## config.mk

```make
export PLATFORM = sky130hd
export DESIGN_NAME = traffic_intersection_ctrl_flat
export DESIGN_NICKNAME = d
export VERILOG_FILES = /design/src/rtl/traffic_pkg.sv /design/src/rtl/traffic_intersection_ctrl_if.sv /design/src/rtl/traffic_phase_timer.sv /design/src/rtl/traffic_intersection_ctrl.sv /design/src/flat_wrapper.sv
export SDC_FILE = /design/constraint.sdc
export NUM_CORES = 1
export LEC_CHECK = 0
export CAP_MARGIN = 20
export CORE_MARGIN = 1
export CORE_UTILIZATION = 60
export DETAILED_ROUTE_END_ITERATION = 8
export DONT_BUFFER_PORTS = 1
export PLACE_DENSITY = 0.87
export SETUP_SLACK_MARGIN = 0.5
export SLEW_MARGIN = 20
export SYNTH_ARGS = -nofsm -noshare
export SYNTH_HDL_FRONTEND = slang
export SYNTH_SLANG_ARGS = --single-unit
```

## constraint.sdc

```tcl
create_clock -name clk -period 6.7 [get_ports clk]
set_clock_uncertainty 0.05 [all_clocks]
set_input_delay 1.005 -clock clk [delete_from_list [all_inputs] [get_ports clk]]
set_output_delay 1.005 -clock clk [all_outputs]
set_load 0.05 [all_outputs]
```

## src/rtl/traffic_pkg.sv

```systemverilog
// -----------------------------------------------------------------------------
// traffic_pkg
// Shared definitions for the intersection controller slice:
//   - state_t      : controller phase (ALLRED, GREEN, YELLOW, FLASH)
//   - LAMP_*       : bit positions of the per-approach lamp bundle
//   - idx_width()  : width of the approach index, never less than 1
//   - params_ok()  : elaboration-time legality check of timing parameters
// -----------------------------------------------------------------------------
package traffic_pkg;

    typedef enum logic [1:0] {
        ALLRED = 2'd0,
        GREEN  = 2'd1,
        YELLOW = 2'd2,
        FLASH  = 2'd3
    } state_t;

    localparam int LAMP_RED    = 0;
    localparam int LAMP_YELLOW = 1;
    localparam int LAMP_GREEN  = 2;
    localparam int LAMP_WALK   = 3;
    localparam int LAMP_N      = 4;

    function automatic int idx_width(input int num_dir);
        return (num_dir <= 2) ? 1 : $clog2(num_dir);
    endfunction

    // Every terminal count (length-1) must fit in the shared phase timer.
    function automatic bit params_ok(input int num_dir, input int cnt_w,
                                     input int green_t, input int yellow_t,
                                     input int allred_t, input int ped_t,
                                     input int flash_h);
        int lim;
        lim = 1 << cnt_w;
        return (num_dir >= 2) && (num_dir <= 4) &&
               (green_t >= 1) && (yellow_t >= 1) && (allred_t >= 1) &&
               (ped_t >= 1) && (flash_h >= 1) &&
               (green_t + ped_t - 1 < lim) && (yellow_t - 1 < lim) &&
               (allred_t - 1 < lim) && (flash_h - 1 < lim);
    endfunction

endpackage

```

## src/rtl/traffic_intersection_ctrl_if.sv

```systemverilog
// -----------------------------------------------------------------------------
// traffic_intersection_ctrl_if
// Bundle between the timing/config side and the controller.
//   master : config side  - drives enable, flash_mode, ped_req; sees lamps
//   slave  : controller   - receives requests; drives red/yellow/green/walk
//                           and phase_idx
// -----------------------------------------------------------------------------
interface traffic_intersection_ctrl_if
    import traffic_pkg::*;
#(
    parameter int NUM_DIR = 4
);
    localparam int IDX_W = idx_width(NUM_DIR);

    logic               enable;
    logic               flash_mode;
    logic [NUM_DIR-1:0] ped_req;
    logic [NUM_DIR-1:0] red;
    logic [NUM_DIR-1:0] yellow;
    logic [NUM_DIR-1:0] green;
    logic [NUM_DIR-1:0] walk;
    logic [IDX_W-1:0]   phase_idx;

    modport master (
        output enable, flash_mode, ped_req,
        input  red, yellow, green, walk, phase_idx
    );

    modport slave (
        input  enable, flash_mode, ped_req,
        output red, yellow, green, walk, phase_idx
    );
endinterface

```

## src/rtl/traffic_phase_timer.sv

```systemverilog
// -----------------------------------------------------------------------------
// traffic_phase_timer
// Counts 0..last and wraps; done is high on the cycle cnt==last.
//   clk, rst_n : clock, asynchronous active-low reset
//   clear      : restart at 0 on the next cycle (forced phase change)
//   hold       : park the count at 0 and suppress done
//   last       : terminal count (phase length - 1)
//   cnt        : current count
//   done       : terminal-count pulse
// -----------------------------------------------------------------------------
module traffic_phase_timer #(
    parameter int CNT_W = 5
) (
    input  logic             clk,
    input  logic             rst_n,
    input  logic             clear,
    input  logic             hold,
    input  logic [CNT_W-1:0] last,
    output logic [CNT_W-1:0] cnt,
    output logic             done
);
    assign done = !hold && (cnt == last);

    always_ff @(posedge clk or negedge rst_n) begin
        if (!rst_n) begin
            cnt <= '0;
        end else if (clear || hold || done) begin
            cnt <= '0;
        end else begin
            cnt <= cnt + 1'b1;
        end
    end
endmodule

```

## src/rtl/traffic_intersection_ctrl.sv

```systemverilog
// -----------------------------------------------------------------------------
// traffic_intersection_ctrl
// Round-robin controller for NUM_DIR approaches with all-red clearance,
// latched pedestrian requests that extend green with a walk lamp, a
// flashing-yellow mode and an enable that parks the junction in all-red.
//   clk, rst_n : clock, asynchronous active-low reset
//   bus        : slave side of traffic_intersection_ctrl_if
//                in : enable, flash_mode, ped_req[NUM_DIR]
//                out: red/yellow/green/walk[NUM_DIR], phase_idx
// Lamps are a Moore decode of the registered state.
// -----------------------------------------------------------------------------
module traffic_intersection_ctrl
    import traffic_pkg::*;
#(
    parameter int NUM_DIR     = 4,
    parameter int CNT_W       = 5,
    parameter int GREEN_TIME  = 8,
    parameter int YELLOW_TIME = 3,
    parameter int ALLRED_TIME = 2,
    parameter int PED_TIME    = 4,
    parameter int FLASH_HALF  = 5
) (
    input  logic                         clk,
    input  logic                         rst_n,
    traffic_intersection_ctrl_if.slave   bus
);
    localparam int IDX_W = idx_width(NUM_DIR);
    localparam bit PARAMS_OK = params_ok(NUM_DIR, CNT_W, GREEN_TIME, YELLOW_TIME,
                                         ALLRED_TIME, PED_TIME, FLASH_HALF);

    generate
        if (!PARAMS_OK) begin : g_param_check
            $error("traffic_intersection_ctrl: illegal timing parameters");
        end
    endgenerate

    state_t             state_q, state_d;
    logic [IDX_W-1:0]   phase_q, phase_d;
    logic               ext_q, ext_d;        // current green carries a walk
    logic               toggle_q, toggle_d;  // flash lamp phase
    logic [NUM_DIR-1:0] latch_q, clr_mask;
    logic               tmr_clear, tmr_hold, tmr_done, walk_on;
    logic [CNT_W-1:0]   tmr_last, tmr_cnt;
    logic [LAMP_N-1:0]  lamp [NUM_DIR];
    logic [NUM_DIR-1:0] red_v, yellow_v, green_v, walk_v;

    // Parked in all-red: only when disabled and no flash request pending,
    // so a flash request still completes the clearance and enters FLASH.
    assign tmr_hold  = (state_q == ALLRED) && !bus.enable && !bus.flash_mode;
    assign tmr_clear = ((state_q == GREEN) && (bus.flash_mode || !bus.enable)) ||
                       ((state_q == FLASH) && !bus.flash_mode);

    always_comb begin
        tmr_last = CNT_W'(ALLRED_TIME - 1);
        case (state_q)
            GREEN:   tmr_last = ext_q ? CNT_W'(GREEN_TIME + PED_TIME - 1)
                                      : CNT_W'(GREEN_TIME - 1);
            YELLOW:  tmr_last = CNT_W'(YELLOW_TIME - 1);
            FLASH:   tmr_last = CNT_W'(FLASH_HALF - 1);
            default: tmr_last = CNT_W'(ALLRED_TIME - 1);
        endcase
    end

    traffic_phase_timer #(.CNT_W(CNT_W)) u_timer (
        .clk   (clk),
        .rst_n (rst_n),
        .clear (tmr_clear),
        .hold  (tmr_hold),
        .last  (tmr_last),
        .cnt   (tmr_cnt),
        .done  (tmr_done)
    );

    always_comb begin
        state_d  = state_q;
        phase_d  = phase_q;
        ext_d    = ext_q;
        toggle_d = toggle_q;
        clr_mask = '0;
        case (state_q)
            ALLRED: begin
                if (tmr_done) begin
                    if (bus.flash_mode) begin
                        state_d = FLASH;
                    end else begin
                        state_d           = GREEN;
                        ext_d             = latch_q[phase_q];
                        clr_mask[phase_q] = 1'b1;
                    end
                end
            end
            GREEN: begin
                if (tmr_clear || tmr_done) begin
                    state_d = YELLOW;
                end
            end
            YELLOW: begin
                if (tmr_done) begin
                    state_d = ALLRED;
                    phase_d = (phase_q == IDX_W'(NUM_DIR - 1)) ? '0 : phase_q + 1'b1;
                end
            end
            FLASH: begin
                if (!bus.flash_mode) begin
                    state_d  = ALLRED;
                    phase_d  = '0;
                    toggle_d = 1'b0;
                end else if (tmr_done) begin
                    toggle_d = ~toggle_q;
                end
            end
            default: state_d = ALLRED;
        endcase
    end

    always_ff @(posedge clk or negedge rst_n) begin
        if (!rst_n) begin
            state_q  <= ALLRED;
            phase_q  <= '0;
            ext_q    <= 1'b0;
            toggle_q <= 1'b0;
            latch_q  <= '0;
        end else begin
            state_q  <= state_d;
            phase_q  <= phase_d;
            ext_q    <= ext_d;
            toggle_q <= toggle_d;
            // Clear only the bit being served; a request arriving on the same
            // cycle re-arms it for that approach's next turn.
            latch_q  <= (latch_q & ~clr_mask) | bus.ped_req;
        end
    end

    // Walk covers the base green only; the PED_TIME tail is plain green.
    assign walk_on = ext_q && (tmr_cnt < CNT_W'(GREEN_TIME));

    always_comb begin
        for (int i = 0; i < NUM_DIR; i++) begin
            lamp[i] = '0;
            case (state_q)
                GREEN: begin
                    if (phase_q == IDX_W'(i)) begin
                        lamp[i][LAMP_GREEN] = 1'b1;
                        lamp[i][LAMP_WALK]  = walk_on;
                    end else begin
                        lamp[i][LAMP_RED] = 1'b1;
                    end
                end
                YELLOW: begin
                    if (phase_q == IDX_W'(i)) lamp[i][LAMP_YELLOW] = 1'b1;
                    else                      lamp[i][LAMP_RED]    = 1'b1;
                end
                FLASH:   lamp[i][LAMP_YELLOW] = toggle_q;
                default: lamp[i][LAMP_RED]    = 1'b1;
            endcase
        end
    end

    always_comb begin
        red_v    = '0;
        yellow_v = '0;
        green_v  = '0;
        walk_v   = '0;
        for (int i = 0; i < NUM_DIR; i++) begin
            red_v[i]    = lamp[i][LAMP_RED];
            yellow_v[i] = lamp[i][LAMP_YELLOW];
            green_v[i]  = lamp[i][LAMP_GREEN];
            walk_v[i]   = lamp[i][LAMP_WALK];
        end
    end

    assign bus.red       = red_v;
    assign bus.yellow    = yellow_v;
    assign bus.green     = green_v;
    assign bus.walk      = walk_v;
    assign bus.phase_idx = phase_q;
endmodule

```

## src/flat_wrapper.sv

```systemverilog
// flat-port wrapper written by rule: the top's interface ports become plain ports
module traffic_intersection_ctrl_flat import traffic_pkg::*;
#(
    parameter int NUM_DIR     = 4,
    parameter int CNT_W       = 5,
    parameter int GREEN_TIME  = 8,
    parameter int YELLOW_TIME = 3,
    parameter int ALLRED_TIME = 2,
    parameter int PED_TIME    = 4,
    parameter int FLASH_HALF  = 5
)
  (clk, rst_n, bus_enable, bus_flash_mode, bus_ped_req, bus_red, bus_yellow, bus_green, bus_walk, bus_phase_idx);
  traffic_intersection_ctrl_if #(.NUM_DIR(NUM_DIR)) bus_i ();
  input  logic clk;
  input  logic rst_n;
  input wire logic [$bits(bus_i.enable)-1:0] bus_enable;
  input wire logic [$bits(bus_i.flash_mode)-1:0] bus_flash_mode;
  input wire logic [$bits(bus_i.ped_req)-1:0] bus_ped_req;
  output wire logic [$bits(bus_i.red)-1:0] bus_red;
  output wire logic [$bits(bus_i.yellow)-1:0] bus_yellow;
  output wire logic [$bits(bus_i.green)-1:0] bus_green;
  output wire logic [$bits(bus_i.walk)-1:0] bus_walk;
  output wire logic [$bits(bus_i.phase_idx)-1:0] bus_phase_idx;
  assign bus_i.enable = bus_enable;
  assign bus_i.flash_mode = bus_flash_mode;
  assign bus_i.ped_req = bus_ped_req;
  assign bus_red = bus_i.red;
  assign bus_yellow = bus_i.yellow;
  assign bus_green = bus_i.green;
  assign bus_walk = bus_i.walk;
  assign bus_phase_idx = bus_i.phase_idx;
  traffic_intersection_ctrl #(.NUM_DIR(NUM_DIR), .CNT_W(CNT_W), .GREEN_TIME(GREEN_TIME), .YELLOW_TIME(YELLOW_TIME), .ALLRED_TIME(ALLRED_TIME), .PED_TIME(PED_TIME), .FLASH_HALF(FLASH_HALF)) u_core (.clk(clk), .rst_n(rst_n), .bus(bus_i));
endmodule
```

==> run_results.csv <==
group,metric,value,unit
status,status,"finished clean",
global_routing,grt-ovfl-total,0,
die,core_area,1730,um2
synthesis,synthesis.nets,140,
routing,wire_per_inst,16.5,um
routing,dr_total_vias,921,
synthesis,syn_inst,123,
placement,port_buffers,0,
die,die_h,45.1,um
sta,worst_pin_slew,1.03,ns
clock_network,cts-root-buf,"clkbuf_4",
sta,tns,0,ns
worst_setup_path,end_kind,"primary output",
sta,finalHoldViolCount,0,
sta,slew_viol_final,0,
clock_network,postCtsResizedCells,0,
job,max_cap_viol_count,0,
power,p_per_area,534,nW/um2
finish,insertedDiodeCount,0,
clock_network,cts_sinks,15,
finish,nets,142,
clock_network,path_clk_slew,0.09,ns
global_routing,grt_use_total,27.0,%
worst_setup_path,cp_max_fo,8,
worst_hold_path,hold_path.class,"in2async",
finish,syn2layout_area_growth,3.48,%
finish,stdcell_count,149,
sta,hold_ws,0.356,ns
routing,drt-total-wl,2.46,mm
sta,setup_violations,0,
global_routing,grt_pass1_wl,3.90,mm
placement,placed_cells,145,
clock_network,postCtsSetupRepairBufs,0,
synthesis,ys_seq_area_share,33.7,%
sta,rsz0062_at_grt,"no",
placement,dp_hpwl,1.83,mm
worst_setup_path,arrival,2.38,ns
synthesis,yosys_register_bits,15,
finish,drive_gt1_share,12.9,%
routing,drc,0,
power,p_leak,0.000498,uW
global_routing,grt_pass1_vias,899,
clock_network,hold_buffers,0,
die,row_count,15,
sta,maxSlewHeadroom,31.7,%
clock_network,numCtsBuffers,3,
synthesis,synth_common_cells,"nand2_1 (17), dfrtp_1 (15), and2_1 (10)",
routing,dr.pass1.iters,4,
routing,avgViaCountPerCell,6.18,
worst_setup_path,worst_ep_required_time,5.64,ns
finish,finalInstanceArea,1150,um2
placement,place.gp.congestion,0.881,
die,ios,26,
synthesis,syn_avg_cell_area,9.06,um2
synthesis,yosysWarnings,0,
synthesis,netlist_area,1110,um2
clock_network,cts_tree,"done",
power,ir_worst_vdd,0.346,mV
synthesis,synth-async-reset-ratio,100,%
finish,fillers,139,
power,p_total,616,uW
synthesis,ys_top_cells_by_area,"dfrtp_1 (34%), ha_1 (10%), nand2_1 (5.7%)",
worst_setup_path,critPathKind,"reg2out",
placement,place_area,1130,um2
routing,ant_nets,0,
synthesis,yosys.area.top_type,"dfrtp_1",
die,start_util,64.6,%
synthesis,netlist-cell-type-count,36,
die,die-area,2030,um2
clock_network,clockBufferDepth,2,
synthesis,synth_top_flop_cell,"dfrtp_1",
worst_setup_path,startpoint_type,"register",
sta,timing.final.crit_share,51.2,%
clock_network,clock_latency,0.28,ns
global_routing,grt_max_degree,16,
clock_network,h-tree-depth,1,
routing,first_iter_violations,30,
synthesis,yosysMostFrequentCell,"nand2_1",
synthesis,synth_edf_count,0,
die,die_w,45.1,um
global_routing,grt_antenna_before_repair,0,
sta,fmax,0.291,GHz
synthesis,synth_top_cell_area_share,33.7,%
sta,post-route-min-period,3.43,ns
## sequential cells by signal, summed over array words and instances, names as in the netlist
name / cells
u_core.bus.phase_idx: 2
u_core.toggle_q: 1
u_core.ext_q: 1
u_core.latch_q: 4
u_core.u_timer.cnt: 5
u_core.state_q: 2
## cells by family (layout without fill, tap and decap cells)
kind of cell | after synthesis | after routing | share of synthesized area, %
adder cells (fa/ha/maj) | 9 | 9 | 10.1
XOR/XNOR | 6 | 6 | 6.06
AND/OR/NAND/NOR | 53 | 53 | 24.5
flip-flops | 15 | 15 | 33.7
AO/OA/AOI/OAI | 27 | 27 | 18.3
multiplexers | 2 | 2 | 3.03
buffers and inverters | 11 | 12 | 4.38
## placed cells by master (no fill, tap or decap), types with 2 or more instances in the layout
cell,count
nor2_1,8
a21oi_1,8
ha_1,9
dfrtp_1,15
o211ai_1,3
inv_1,8
nor3_1,3
xor2_1,3
a21o_1,5
o21ai_0,4
a311o_1,2
clkbuf_4,3
nand3_1,5
nand2_1,17
and2_1,10
## worst paths after layout
check / from / end / slack, ns / depth (start not counted)
min in group clk: u_core.latch_q[1] / u_core.latch_q[1] / 0.44 / 1
worst max register to register: u_core.state_q[1] / u_core.bus.phase_idx[1] / 4.27 / 7
worst min-delay path: rst_n / u_core.state_q[1] / 0.36 / 0
worst max-delay path: u_core.bus.phase_idx[0] / bus_red[0] / 3.27 / 3
worst min register to register: u_core.latch_q[1] / u_core.latch_q[1] / 0.44 / 1
max in group asynchronous: rst_n / u_core.u_timer.cnt[1] / 6.17 / 0
## through the flow
step / utilization (%) / setup slack, ns
after global routing: 66.8 / 3.18
after global placement: 65.3 / 3.64
final: 66.8 / 3.27
after detailed placement: 65.3 / 3.59
after floorplan: - / 3.72
after CTS: 66.8 / 3.27
## power breakdown
group	internal, uW	leakage, uW	switching (uW)
clock	23.1	0.0000150	28.6
combinational	129	0.000309	271
sequential	115	0.000174	49.1
total	267	0.000498	349
## final cells by class
type	count	area (um2)	area share [%]
tap	25	31.3	2.71
sequential	15	375	32.5
inverter	8	30.0	2.60
multi-input combinational	97	691	59.9
clock buffer	4	26.3	2.28
## critical path: stages, from the launching register on
cell,delay (ns)
dfrtp_1,0.79
inv_1,0.19
ha_1,0.31
a21oi_1,0.81
## per-layer routing
layer | vias up | share of wire, % | GRT usage [%]
met2 | 42 | 51 | 42.9
met1 | 451 | 42 | 35.5
met5 | - | 0 | 0
met4 | 0 | 0.93 | 12.7
met3 | 2 | 6.3 | 5.20
li1 | 426 | - | -
Power figures use the tool's default switching activity.
